===== src/rtl/hpdcache_cmo_req_adapter.sv =====
// rtl/hpdcache_cmo_req_adapter.sv - CMO request buffer, one-hot translation and response return
//
// Buffers encoded CMO requests in a small FIFO and issues them one at a time to the
// CMO handler. It detects completion and returns sid/tid/error to the requester.
// Optional feature macro: HPDCACHE_CMO_PERF_EN (perf counters; tied to 0 when undefined).
//
// Ports:
//   clk_i, rst_ni                   clock, async active-low reset
//   core_req_*                      encoded CMO request in (valid/ready, op, addr, wdata, sid, tid, need_rsp)
//   cmoh_req_*                      one-hot request to the CMO handler (valid/ready, op, addr, wdata)
//   core_rsp_*                      response to requester (valid/ready, sid, tid, error)
//   perf_cmo_done_o, perf_stall_o   completed CMO count, head-waiting-for-handler cycles
module hpdcache_cmo_req_adapter #(
  parameter int FIFO_DEPTH = 2,
  parameter int ADDR_WIDTH = 49,
  parameter int WORD_WIDTH = 64,
  parameter int SID_WIDTH  = 3,
  parameter int TID_WIDTH  = 6
) (
  input  logic                  clk_i,
  input  logic                  rst_ni,
  input  logic                  core_req_valid_i,
  output logic                  core_req_ready_o,
  input  logic [2:0]            core_req_op_i,
  input  logic [ADDR_WIDTH-1:0] core_req_addr_i,
  input  logic [WORD_WIDTH-1:0] core_req_wdata_i,
  input  logic [SID_WIDTH-1:0]  core_req_sid_i,
  input  logic [TID_WIDTH-1:0]  core_req_tid_i,
  input  logic                  core_req_need_rsp_i,
  output logic                  cmoh_req_valid_o,
  input  logic                  cmoh_req_ready_i,
  output logic [3:0]            cmoh_req_op_o,
  output logic [ADDR_WIDTH-1:0] cmoh_req_addr_o,
  output logic [WORD_WIDTH-1:0] cmoh_req_wdata_o,
  output logic                  core_rsp_valid_o,
  input  logic                  core_rsp_ready_i,
  output logic [SID_WIDTH-1:0]  core_rsp_sid_o,
  output logic [TID_WIDTH-1:0]  core_rsp_tid_o,
  output logic                  core_rsp_error_o,
  output logic [31:0]           perf_cmo_done_o,
  output logic [31:0]           perf_stall_o
);

  localparam int PTR_W = (FIFO_DEPTH > 1) ? $clog2(FIFO_DEPTH) : 1;
  localparam int CNT_W = $clog2(FIFO_DEPTH) + 1;
  localparam int ENT_W = 3 + ADDR_WIDTH + WORD_WIDTH + SID_WIDTH + TID_WIDTH + 1;

  localparam logic [1:0] IDLE     = 2'd0;
  localparam logic [1:0] ISSUE    = 2'd1;
  localparam logic [1:0] INFLIGHT = 2'd2;
  localparam logic [1:0] RESP     = 2'd3;

  logic [ENT_W-1:0] mem [FIFO_DEPTH];
  logic [PTR_W-1:0] wr_ptr, rd_ptr;
  logic [CNT_W-1:0] count;
  logic             full, empty, push, pop;

  logic [2:0]            head_op;
  logic [ADDR_WIDTH-1:0] head_addr;
  logic [WORD_WIDTH-1:0] head_wdata;
  logic [SID_WIDTH-1:0]  head_sid;
  logic [TID_WIDTH-1:0]  head_tid;
  logic                  head_need;
  logic                  head_legal;

  logic [1:0] state, state_d;
  logic       rsp_load, rsp_err_d;
  logic [SID_WIDTH-1:0] rsp_sid;
  logic [TID_WIDTH-1:0] rsp_tid;
  logic       rsp_err, rsp_need;

  // Ready comes only from the registered count, so a full FIFO never accepts even
  // when the head pops in the same cycle.
  assign full             = (count == CNT_W'(FIFO_DEPTH));
  assign empty            = (count == '0);
  assign core_req_ready_o = ~full;
  assign push             = core_req_valid_i & ~full;

  assign {head_op, head_addr, head_wdata, head_sid, head_tid, head_need} = mem[rd_ptr];
  assign head_legal = ~head_op[2];

  // Payload storage carries no reset; visibility is gated by count and state.
  always_ff @(posedge clk_i) begin
    if (push) begin
      mem[wr_ptr] <= {core_req_op_i, core_req_addr_i, core_req_wdata_i,
                      core_req_sid_i, core_req_tid_i, core_req_need_rsp_i};
    end
  end

  always_ff @(posedge clk_i or negedge rst_ni) begin
    if (!rst_ni) begin
      wr_ptr <= '0;
      rd_ptr <= '0;
      count  <= '0;
    end else begin
      if (push) wr_ptr <= wr_ptr + PTR_W'(1);
      if (pop)  rd_ptr <= rd_ptr + PTR_W'(1);
      count <= count + CNT_W'(push) - CNT_W'(pop);
    end
  end

  always_comb begin
    state_d   = state;
    pop       = 1'b0;
    rsp_load  = 1'b0;
    rsp_err_d = 1'b0;
    case (state)
      IDLE: begin
        if (!empty) begin
          if (head_legal) begin
            state_d = ISSUE;
          end else begin
            // Illegal ops are consumed here and never reach the handler.
            pop = 1'b1;
            if (head_need) begin
              state_d   = RESP;
              rsp_load  = 1'b1;
              rsp_err_d = 1'b1;
            end
          end
        end
      end
      ISSUE: begin
        if (cmoh_req_ready_i) begin
          pop      = 1'b1;
          rsp_load = 1'b1;
          state_d  = INFLIGHT;
        end
      end
      INFLIGHT: begin
        // Handler ready again (earliest the cycle after the handshake) means done.
        if (cmoh_req_ready_i) state_d = rsp_need ? RESP : IDLE;
      end
      RESP: begin
        if (core_rsp_ready_i) state_d = IDLE;
      end
      default: state_d = IDLE;
    endcase
  end

  always_ff @(posedge clk_i or negedge rst_ni) begin
    if (!rst_ni) begin
      state    <= IDLE;
      rsp_sid  <= '0;
      rsp_tid  <= '0;
      rsp_err  <= 1'b0;
      rsp_need <= 1'b0;
    end else begin
      state <= state_d;
      if (rsp_load) begin
        rsp_sid  <= head_sid;
        rsp_tid  <= head_tid;
        rsp_err  <= rsp_err_d;
        rsp_need <= head_need;
      end
    end
  end

  assign cmoh_req_valid_o = (state == ISSUE);
  assign cmoh_req_op_o    = cmoh_req_valid_o ? (4'b0001 << head_op[1:0]) : 4'b0000;
  assign cmoh_req_addr_o  = cmoh_req_valid_o ? head_addr  : '0;
  assign cmoh_req_wdata_o = cmoh_req_valid_o ? head_wdata : '0;

  assign core_rsp_valid_o = (state == RESP);
  assign core_rsp_sid_o   = rsp_sid;
  assign core_rsp_tid_o   = rsp_tid;
  assign core_rsp_error_o = rsp_err;

`ifdef HPDCACHE_CMO_PERF_EN
  logic        done_evt;
  logic [31:0] perf_done, perf_stall;

  // Legal CMOs complete in INFLIGHT; illegal ones complete when popped.
  assign done_evt = ((state == IDLE) && !empty && !head_legal) ||
                    ((state == INFLIGHT) && cmoh_req_ready_i);

  always_ff @(posedge clk_i or negedge rst_ni) begin
    if (!rst_ni) begin
      perf_done  <= '0;
      perf_stall <= '0;
    end else begin
      if (done_evt && (perf_done != '1)) perf_done <= perf_done + 32'd1;
      if ((state == ISSUE) && !cmoh_req_ready_i && (perf_stall != '1))
        perf_stall <= perf_stall + 32'd1;
    end
  end

  assign perf_cmo_done_o = perf_done;
  assign perf_stall_o    = perf_stall;
`else
  assign perf_cmo_done_o = '0;
  assign perf_stall_o    = '0;
`endif

endmodule


===== config.mk =====
export PLATFORM = sky130hd
export DESIGN_NAME = hpdcache_cmo_req_adapter
export DESIGN_NICKNAME = d
export VERILOG_FILES = /design/src/rtl/hpdcache_cmo_req_adapter.sv
export SDC_FILE = /design/constraint.sdc
export NUM_CORES = 1
export LEC_CHECK = 0
export BUFFER_PORTS_ARGS = -buffer_cell sky130_fd_sc_hd__clkbuf_2
export CAP_MARGIN = 40
export CORE_ASPECT_RATIO = 0.5
export CORE_MARGIN = 5
export CORE_UTILIZATION = 50
export CTS_BUF_LIST = sky130_fd_sc_hd__clkbuf_16
export CTS_CLUSTER_DIAMETER = 120
export CTS_CLUSTER_SIZE = 40
export DETAILED_ROUTE_END_ITERATION = 8
export PLACE_DENSITY = 0.78
export SYNTH_ARGS = -nofsm -noshare
export SYNTH_HDL_FRONTEND = slang
export SYNTH_SLANG_ARGS = --single-unit

===== constraint.sdc =====
create_clock -name clk_i -period 15.72 [get_ports clk_i]
set_input_delay 2.358 -clock clk_i [delete_from_list [all_inputs] [get_ports clk_i]]
set_output_delay 2.358 -clock clk_i [all_outputs]
set_load 0.005 [all_outputs]

==> qor_table.md, run 1 <==
| Quantity | This run | Unit |
|:---|:---|:---|
| RSZ-0062 raised after global routing | no | - |
| Capture point of the worst path | cmoh_req_op_o[1] | - |
| Area of the core region | 20800 | µm² |
| Setup violations, final | 0 | - |
| Antenna violations before repair | 1 | - |
| Largest net degree at the start of global routing | 67 | - |
| Total vias in the final route | 5979 | - |
| Portion of total power attributed to the clock network | 0.158 | - |
| Number of warning messages in the yosys log | 0 | - |
| Pre-antenna DRT Iters | 4 | - |
| Total net switching power | 680 | µW |
| Deepest clock path buffer count | 3 | - |
| Total count of hold-check failures in the final report | 0 | - |
| Internal portion of total power | 1400 | µW |
| Post-Layout Cell Count | 1195 | - |
| Number of global-route vias before repair | 6226 | - |
| Worst-case headroom to the max-slew limit | 0.380 | - |
| Total power per unit cell area | 168 | nW/µm² |
| Cell leakage power | 0.00521 | µW |
| Max-slew violations | 0 | - |
| Post-route DRC violation count | 0 | - |
| Final estimated routing congestion in global placement | 0.808 | - |
| Area leader, netlist | sky130_fd_sc_hd__edfxtp_1 | - |
| Setup TNS after final layout | 0 | ps |
| Insertion delay to the later sink of the worst-skew pair | 480 | ps |
| Overall overflow remaining after global route | 0 | - |
| Post-Syn Area | 10700 | µm² |
| Ant. Diodes | 0 | - |
| Half-perimeter wire length after detailed placement | 15.8 | mm |
| CTS buffer count | 10 | - |
| Worst setup path category | flip-flop to output pin | - |
| Buffers added on ports | 260 | - |
| Total Routed Length | 22.0 | mm |
| Area Growth Syn to Fin | 15.9 | % |
| Slack of the worst reg-to-reg path | 12940 | ps |
| Chip width | 217 | µm |
| Synth top area share | 0.706 | - |
| Period minus WS final | 4960 | ps |
| Clock Tree Root | sky130_fd_sc_hd__clkbuf_16 | - |
| Hold-fix buffer count after cts | 0 | - |
| Portion of total power attributed to sequential cells | 0.508 | - |
| Commonest non-fill, non-tap cells in the layout | sky130_fd_sc_hd__clkbuf_2, sky130_fd_sc_hd__edfxtp_1, sky130_fd_sc_hd__nor2_1, sky130_fd_sc_hd__mux2i_1, sky130_fd_sc_hd__conb_1 | - |
| Result of the run | complete, no violations | - |
| Crit path required time | 13360 | ps |
| Critical-path maximum fanout | 43 | - |
| Final core utilization | 0.598 | - |
| Clock Skew | 11.0 | ps |
| Most area-consuming cells after synthesis | sky130_fd_sc_hd__edfxtp_1, sky130_fd_sc_hd__mux2i_1, sky130_fd_sc_hd__buf_4 | - |
| Wire length of the first global-routing pass | 33.9 | mm |
| Worst flop-to-flop path startpoint | count[0] | - |
| Most common cell after layout, fill and taps aside | sky130_fd_sc_hd__clkbuf_2 | - |
| Arr. time, crit path | 2600 | ps |
| Worst min path class | flip-flop to flip-flop | - |
| Placed Cells | 1181 | - |
| Flip-flop cell with the highest count after synthesis | sky130_fd_sc_hd__edfxtp_1 | - |
| Number of top-level pins | 325 | - |
| Number of buffers inserted to repair setup after CTS | 0 | - |
| Max-cap violations | 0 | - |
| Least-Margin Pin Slew | 929 | ps |
| Length in cells of the worst reg-to-reg path | 5 | - |
| Post-synthesis cell type count | 34 | - |
| Cells after synthesis | 670 | - |
| Number of DRC markers after the initial detailed-route iteration | 300 | - |
| Layout Nets | 1053 | - |
| Max rail drop VDD | 0.0992 | mV |
| Number of gates resized after CTS | 0 | - |
| Critical R2R Capture | mem[0][7] | - |
| Source of the critical timing path | rd_ptr | - |
| Number of enable-type register cells in the synthesized netlist | 252 | - |
| Highest clock rate | 202 | MHz |
| Clock H-tree levels | 1 | - |
| Synthesized area divided by synthesized cell count | 16.0 | µm² |
| Critical path endpoint category | output pin | - |
| Remaining antenna violation count after routing | 0 | - |
| Vertical die dimension | 114 | µm |
| Final period utilization | 0.315 | - |
| Flip-flop and latch count after synthesis | 269 | - |
| Share of synthesized registers carrying an async set or reset | 0.0632 | - |
| Global router's overall resource usage | 0.171 | - |
| Register area share after synthesis | 0.746 | - |
| Detail-routed net length per standard cell | 18.4 | µm |
| Net switching share of the total power | 0.327 | - |
| Clock tree from TritonCTS | done | - |
| Critical path startpoint category | flip-flop | - |
| CTS clock-pin slew for the worst setup and hold paths | 140 | ps |
| Layout cell share with drive strength beyond 1 | 0.315 | - |
| Ratio of routed vias to standard cells | 5.00 | - |
| Number of sinks on the clock net | 269 | - |
| Area of the die | 24600 | µm² |
| Initial Util | 0.515 | - |
| Combinational fraction of design power | 0.334 | - |
| Number of core rows | 37 | - |
-- worst min-delay path by stage --
stage	startpoint	endpoint	slack, ps	depth (start not counted)
floorplan	wr_ptr	wr_ptr	460	1
global placement	core_rsp_error_o	core_rsp_error_o	480	1
detailed placement	core_rsp_error_o	core_rsp_error_o	490	1
CTS	core_rsp_error_o	core_rsp_error_o	520	1
global route	count[1]	count[1]	550	1
finish	core_rsp_error_o	core_rsp_error_o	520	1
-- power by group through the flow --
stage	clock network, µW	registers, µW	logic [µW]
global route	369	1080	757
global placement	0	1070	672
floorplan	0	1060	470
finish	328	1060	696
detailed placement	0	1080	709
CTS	340	1060	711
-- sequential cells by signal (all words and copies together), names as in the netlist, 2 cells and up --
name and cells:
mem 252, state 2, count 2, core_rsp_sid_o 3, core_rsp_tid_o 6
-- synthesized netlist by cell type, types with 3 or more instances --
cell	count
sky130_fd_sc_hd__nor2_1	128
sky130_fd_sc_hd__clkbuf_1	15
sky130_fd_sc_hd__edfxtp_1	252
sky130_fd_sc_hd__mux2i_1	125
sky130_fd_sc_hd__nand2_1	4
sky130_fd_sc_hd__dfrtp_1	17
sky130_fd_sc_hd__buf_4	64
sky130_fd_sc_hd__a21oi_1	11
sky130_fd_sc_hd__xnor2_1	3
sky130_fd_sc_hd__buf_2	12
sky130_fd_sc_hd__inv_1	5
sky130_fd_sc_hd__nand2b_1	5
-- cell type report --
cell class | count | area, µm²
fill | 1633 | 8370
clock buffer | 11 | 275
sequential | 269 | 8000
inverter | 5 | 18.8
clock inverter | 3 | 23.8
tap | 273 | 342
timing repair buffer | 270 | 1430
multi-input combinational | 364 | 2330
-- logic make-up (layout without fill, tap and decap cells) --
family                     after synthesis  count (layout)  share of synthesized area
DFF                                    269             269                      0.746
and+or+nand+nor                        146             146                     0.0545
muxes                                  125             125                      0.117
buffers and inverters                  100             289                     0.0603
AOI/OAI and AO/OA                       23              23                     0.0165
xor gates and xnor gates                 4               4                    0.00327
adders and majority gates                2               2                    0.00234
other                                    1              64                   0.000350
-- worst max-delay path, stage by stage (launching register included) --
cell and delay (ps):
sky130_fd_sc_hd__dfrtp_4 820, sky130_fd_sc_hd__buf_4 450, sky130_fd_sc_hd__buf_16 300, sky130_fd_sc_hd__nand2_1 80, sky130_fd_sc_hd__o32a_1 170, sky130_fd_sc_hd__nor2_1 90
sky130_fd_sc_hd__clkbuf_2 130
-- layer usage --
layer / vias up / track usage / wire length, µm
li1: 2786 / - / -
met1: 2995 / 0.202 / 8390
met2: 156 / 0.331 / 12100
met3: 40 / 0.0281 / 971
met4: 2 / 0.0421 / 520
met5: - / 0 / 18
-- through the flow --
step	cell area [µm²]	power (µW)	hold WS, ps	worst slack [ps]
after floorplan	11000	1530	461	7420
after global placement	12000	1740	483	11100
after CTS	12400	2110	517	10740
after detailed placement	12100	1790	486	11070
final	12400	2080	518	10760
after global routing	12400	2200	551	10600
Note: power is estimated with default switching activity, not from simulation.
==> run 2: changes to the inputs <==
- clock period: 15.72 -> 5.2 ns (I/O delays scaled with it)
==> run 2 against run 1 <==
Against the previous run: combinational power increased to 3.0 times the previous value; via count about the same; cell count barely moved; clock power rose to 3.0 times the previous value; worst setup slack worse by 9000 ps.
==> qor_table.md, run 2 (same netlist as run 1, synthesis figures left out) <==
| Quantity | This run | Unit | vs previous |
|:---|:---|:---|:---|
| Layout Nets | 1053 | - | unchanged |
| Critical-path maximum fanout | 43 | - | unchanged |
| Number of top-level pins | 325 | - | unchanged |
| Clock Skew | 13.4 | ps | +2.40 ps |
| Setup violations, final | 0 | - | unchanged |
| Internal portion of total power | 4250 | µW | +200% |
| Routed wire length on met2 | 12.1 | mm | -0.49% |
| Combinational fraction of design power | 0.333 | - | about the same |
| Max-cap violations | 0 | - | unchanged |
| Max rail drop VDD | 0.298 | mV | +200% |
| Final core utilization | 0.599 | - | +0.00169 |
| Chip width | 217 | µm | unchanged |
| Total net switching power | 2060 | µW | +200% |
| Largest net degree at the start of global routing | 72 | - | +7.5% |
| Antenna violations before repair | 3 | - | +2 |
| Critical path's slowest cell | sky130_fd_sc_hd__dfrtp_4 | - |  |
| Portion of total power attributed to the clock network | 0.157 | - | about the same |
| Setup TNS after final layout | 0 | ps | unchanged |
| Initial Util | 0.515 | - | unchanged |
| Total power per unit cell area | 507 | nW/µm² | +200% |
| Clock Tree Root | sky130_fd_sc_hd__clkbuf_16 | - |  |
| Area of the core region | 20800 | µm² | unchanged |
| Number of gates resized after CTS | 0 | - | unchanged |
| Layout cell share with drive strength beyond 1 | 0.315 | - | unchanged |
| Vertical die dimension | 114 | µm | unchanged |
| Max reg flops | 252 | - | unchanged |
| Period minus WS final | 3480 | ps |  |
| Routed wire length on met3 | 1.10 | mm | +13% |
| Arr. time, crit path | 2700 | ps | +100 ps |
| Number of buffers inserted to repair setup after CTS | 0 | - | unchanged |
| Total count of hold-check failures in the final report | 0 | - | unchanged |
| Remaining antenna violation count after routing | 0 | - | unchanged |
| Area occupied by multi-input gates | 2330 | µm² | unchanged |
| Overall overflow remaining after global route | 0 | - | unchanged |
| Clock tree from TritonCTS | done | - |  |
| Clock H-tree levels | 1 | - | unchanged |
| Total Routed Length | 22.2 | mm | +0.78% |
| Total power draw | 6310 | µW | +200% |
| CTS buffer count | 10 | - | unchanged |
| RSZ-0062 raised after global routing | no | - |  |
| Number of DRC markers after the initial detailed-route iteration | 396 | - | +32% |
| Area Growth Syn to Fin | 16.3 | % |  |
| Portion of total power attributed to sequential cells | 0.510 | - | +0.002 |
| Insertion delay to the later sink of the worst-skew pair | 480 | ps | about the same |
| Detail-routed net length per standard cell | 18.6 | µm | +0.69% |
| Worst-case headroom to the max-slew limit | 0.430 | - | +0.0493 |
| Top layer in use | met5 | - |  |
| Result of the run | complete, no violations | - |  |
| Met1 Wirelength | 8.31 | mm | -0.97% |
| Buffers added on ports | 260 | - | unchanged |
| Final estimated routing congestion in global placement | 0.765 | - | -5.3% |
| Critical path endpoint category | output pin | - |  |
| Layout fillers | 1637 | - | +0.24% |
| Number of sinks on the clock net | 269 | - | unchanged |
| Wire length of the first global-routing pass | 34.0 | mm | +0.12% |
| Number of global-route vias before repair | 6237 | - | +0.18% |
| Crit path required time | 4420 | ps | -8940 ps |
| Final period utilization | 0.669 | - |  |
| CTS clock-pin slew for the worst setup and hold paths | 140 | ps | about the same |
| Commonest non-fill, non-tap cells in the layout | sky130_fd_sc_hd__clkbuf_2, sky130_fd_sc_hd__edfxtp_1, sky130_fd_sc_hd__nor2_1, sky130_fd_sc_hd__mux2i_1, sky130_fd_sc_hd__conb_1 | - |  |
| Max-slew violations | 0 | - | unchanged |
| Half-perimeter wire length after detailed placement | 15.7 | mm | -0.36% |
| Number of core rows | 37 | - | unchanged |
| Most common cell after layout, fill and taps aside | sky130_fd_sc_hd__clkbuf_2 | - |  |
| Cell leakage power | 0.00522 | µW | +0.20% |
| Area of the die | 24600 | µm² | unchanged |
| Ratio of routed vias to standard cells | 5.00 | - | about the same |
| Critical path startpoint category | flip-flop | - |  |
| Worst setup path category | flip-flop to output pin | - |  |
| Most flop-heavy register | mem | - |  |
| Ordered cell list for the critical path | buf_4, mux2i_1, nor2_1, clkbuf_2 | - |  |
| Deepest clock path buffer count | 3 | - | unchanged |
| Worst min path class | primary input to asynchronous set/reset pin | - |  |
| Pre-CTS worst setup slack | 2260 | ps | -8810 ps |
| Pre-antenna DRT Iters | 7 | - | +3 |
| Least-Margin Pin Slew | 855 | ps | -73.9 ps |
| Total vias in the final route | 5981 | - | +0.033% |
| Post-route DRC violation count | 0 | - | unchanged |
| Hold-fix buffer count after cts | 0 | - | unchanged |
| Global router's overall resource usage | 0.173 | - | +0.00147 |
| Largest stage delay on the critical path | 930 | ps | +110 ps |
| Net switching share of the total power | 0.326 | - | -0.000375 |
| Crit path setup slack, layout | 1720 | ps | -9040 ps |
| Area occupied by registers | 8000 | µm² | unchanged |
| Highest clock rate | 288 | MHz |  |
-- run 2: cell count changes in the layout (fill, tap and decap cells not counted), sizes merged --
cell   before  now
diode       0    1
-- run 2: layer usage --
metal / vias up / track usage
li1: 2796 / -
met1: 2968 / 0.201
met2: 170 / 0.331
met3: 43 / 0.0292
met4: 4 / 0.0538
met5: - / 0
-- run 2: per-stage QoR --
step	cell area, µm²	hold WS, ps	cells
after floorplan	11000	479	733
after global placement	12100	481	1177
after detailed placement	12200	486	1181
after CTS	12500	222	1195
after global routing	12500	228	1196
final	12500	223	1196
-- run 2: area by class of cell --
| cell class | instances | share of cell area |
|---|---|---|
| clock inverter | 3 | 0.00191 |
| inverter | 5 | 0.00151 |
| antenna | 1 | 0.000201 |
| multi-input combinational | 364 | 0.187 |
| clock buffer | 11 | 0.0221 |
| timing repair buffer | 270 | 0.118 |
| sequential | 269 | 0.642 |
| tap | 273 | 0.0274 |
-- run 2: power by group through the flow --
stage          clock network [µW]  registers, µW  logic (µW)
2_1_floorplan                   0           3180        1420
3_3_place_gp                    0           3240        2020
3_5_place_dp                    0           3270        2140
4_1_cts                      1020           3220        2140
5_1_grt                      1090           3280        2300
6_report                      993           3220        2100
-- run 2: worst max-delay path: cells and delay by family, from the launching register on --
kind / cells / cell delay [ps]
multiplexers: 1 / 310
flip-flops: 1 / 930
buffers and inverters: 2 / 810
AND/OR/NAND/NOR: 1 / 70
-- run 2: worst paths after layout --
path / startpoint / endpoint / slack (ps) / cells past startpoint
max in group asynchronous: rst_ni / rd_ptr / 4620 / 1
min: rst_ni / core_rsp_tid_o[2] / 220 / 1
min reg2reg: core_rsp_error_o / core_rsp_error_o / 520 / 1
max: rd_ptr / cmoh_req_wdata_o[35] / 1720 / 4
max reg2reg: rd_ptr / count[1] / 2580 / 8
min in group clk_i: core_req_addr_i[37] / mem[1][111] / 470 / 1
==> run 3: changes to the inputs <==
- CORE_UTILIZATION: 50 -> 46
- PLACE_DENSITY: 0.78 -> 0.76
- clock period: 5.2 -> 3.15 ns (I/O delays scaled with it)
==> run 3 against run 2 <==
Against the previous run: global-route usage is 1.8 points lower; register-to-register slack worse by 1800 ps; count of clock-buffer cells in the layout stayed put; non-clock buffer count is 1 higher; die area is 8.1% higher; wire length is 1.5% lower; clock power is 66% higher; design area is 0.39% higher; sequential power is 62% higher; highest routed layer is now met4.
==> qor_table.md, run 3 (same netlist as run 1, synthesis figures left out) <==
| Quantity | This run | Unit | vs previous |
|:---|:---|:---|:---|
| Setup TNS after final layout | 0 | ps | unchanged |
| Insertion delay to the later sink of the worst-skew pair | 490 | ps | about the same |
| Critical path startpoint category | flip-flop | - |  |
| Layout cell share with drive strength beyond 1 | 0.314 | - | -0.000681 |
| Post-Layout Cell Count | 1233 | - | +3.1% |
| Total count of hold-check failures in the final report | 0 | - | unchanged |
| Area of the die | 26600 | µm² | +8.1% |
| Result of the run | complete, no violations | - |  |
| Placed Cells | 1215 | - | +2.9% |
| Least-Margin Pin Slew | 626 | ps | -230 ps |
| Total Routed Length | 21.9 | mm | -1.5% |
| Global router's overall resource usage | 0.155 | - | -0.0181 |
| CTS clock-pin slew for the worst setup and hold paths | 140 | ps | about the same |
| Final estimated routing congestion in global placement | 0.778 | - | +1.6% |
| Area of the core region | 22900 | µm² | +10% |
| Buffers added on ports | 260 | - | unchanged |
| Chip width | 226 | µm | +4.1% |
| Crit path setup slack, layout | 433 | ps | -1290 ps |
| Max rail drop VDD | 0.423 | mV | +42% |
| Pre-CTS worst setup slack | 842 | ps | -1420 ps |
| Number of sinks on the clock net | 269 | - | unchanged |
| Clock Skew | 16.1 | ps | +2.74 ps |
| Max-cap violations | 0 | - | unchanged |
| Max reg flops | 252 | - | unchanged |
| Overall overflow remaining after global route | 0 | - | unchanged |
| Worst setup path category | flip-flop to output pin | - |  |
| Deepest clock path buffer count | 3 | - | unchanged |
| Cell leakage power | 0.00522 | µW | about the same |
| Number of DRC markers after the initial detailed-route iteration | 392 | - | -1.0% |
| Vertical die dimension | 118 | µm | +3.9% |
| Most common cell after layout, fill and taps aside | sky130_fd_sc_hd__clkbuf_2 | - |  |
| Most flop-heavy register | mem | - |  |
| Critical path's slowest cell | sky130_fd_sc_hd__dfrtp_1 | - |  |
| Post-route DRC violation count | 0 | - | unchanged |
| Commonest non-fill, non-tap cells in the layout | sky130_fd_sc_hd__clkbuf_2, sky130_fd_sc_hd__edfxtp_1, sky130_fd_sc_hd__nor2_1, sky130_fd_sc_hd__mux2i_1, sky130_fd_sc_hd__conb_1 | - |  |
| Antenna violations before repair | 2 | - | -1 |
| Crit path required time | 2680 | ps | -1740 ps |
| Area Growth Syn to Fin | 16.7 | % |  |
| Ratio of routed vias to standard cells | 4.84 | - | -3.2% |
| Worst-case headroom to the max-slew limit | 0.582 | - | +0.152 |
| Number of core rows | 39 | - | +5.4% |
| Setup violations, final | 0 | - | unchanged |
| Number of top-level pins | 325 | - | unchanged |
| RSZ-0062 raised after global routing | no | - |  |
| CTS buffer count | 10 | - | unchanged |
| Total vias in the final route | 5970 | - | -0.18% |
| Non-Filler Cell Area, Final | 12500 | µm² | +0.39% |
| Placed standard-cell area | 12200 | µm² | +0.27% |
| Wire length of the first global-routing pass | 32.9 | mm | -3.1% |
| Detail-routed net length per standard cell | 17.7 | µm | -4.5% |
| Layout Nets | 1054 | - | +0.095% |
| Clock Tree Root | sky130_fd_sc_hd__clkbuf_16 | - |  |
| Largest stage delay on the critical path | 580 | ps | -350 ps |
| Critical-path maximum fanout | 47 | - | +9.3% |
| Final period utilization | 0.863 | - |  |
| Highest clock rate | 368 | MHz |  |
| Pre-antenna DRT Iters | 4 | - | -3 |
| Largest net degree at the start of global routing | 67 | - | -6.9% |
| Total power per unit cell area | 831 | nW/µm² | +64% |
| Number of global-route vias before repair | 6001 | - | -3.8% |
| Worst min path class | primary input to flip-flop | - |  |
| Period minus WS final | 2720 | ps |  |
| Critical path endpoint category | output pin | - |  |
| Clock H-tree levels | 1 | - | unchanged |
| Final core utilization | 0.546 | - | -0.0528 |
| Initial Util | 0.468 | - | -0.0473 |
| Ordered cell list for the critical path | nand2b_4, buf_4, nor2_1, clkbuf_2 | - |  |
| Arr. time, crit path | 2240 | ps | -460 ps |
| Clock tree from TritonCTS | done | - |  |
| Half-perimeter wire length after detailed placement | 15.4 | mm | -1.6% |
| Remaining antenna violation count after routing | 0 | - | unchanged |
| Number of buffers inserted to repair setup after CTS | 0 | - | unchanged |
| Max-slew violations | 0 | - | unchanged |
[run 3: worst paths after layout]
check	startpoint	to	slack (ps)	cells after the start
min in group asynchronous	rst_ni	core_rsp_tid_o[1]	450	2
max	state[1]	cmoh_req_wdata_o[0]	430	4
max in group asynchronous	rst_ni	rd_ptr	2360	2
max reg2reg	rd_ptr	count[1]	830	8
min reg2reg	count[1]	count[1]	530	1
min	core_req_addr_i[26]	mem[0][100]	150	1
[run 3: cell type report]
| cell class | count | area, µm² |
|---|---|---|
| Fill cell | 1857 | 10400 |
| Sequential cell | 269 | 8000 |
| Multi-Input combinational cell | 364 | 2330 |
| Timing Repair Buffer | 271 | 1470 |
| Tap cell | 307 | 384 |
| Clock buffer | 11 | 275 |
| Clock inverter | 4 | 27.5 |
| Inverter | 5 | 18.8 |
| Antenna cell | 2 | 5.00 |
[run 3: layer usage]
metal  wire length (µm)  share of wire  up-vias  GRT usage
met1               7910           0.36     2965      0.174
met4                683          0.031        0     0.0499
met2              12200           0.56      169      0.298
met5                  0              0        -          0
li1                   -              -     2798          -
met3               1040          0.047       38     0.0247
[run 3: power breakdown]
group / leakage, µW / internal [µW] / switching [µW]
Sequential: 0.00253 / 4890 / 331
Combinational: 0.00253 / 1460 / 2060
Clock: 0.000158 / 649 / 1000
[run 3: worst max-delay path: cells and delay by family, from the launching register on]
| family | cells | cell delay, ps |
|---|---|---|
| flops | 1 | 580 |
| buf+inv | 2 | 500 |
| simple gates | 2 | 650 |
[run 3: timing repair]
item,4_1_cts,5_1_grt
hold endpoints to repair,17,0
hold buffers,1,0
resized for setup,0,0
[run 3: per-stage QoR]
stage / hold slack, ps / total power (µW)
final: 154 / 10400
after global routing: 124 / 11000
after CTS: 138 / 10500
after detailed placement: 434 / 8910
after global placement: 433 / 8770
after floorplan: 177 / 7550
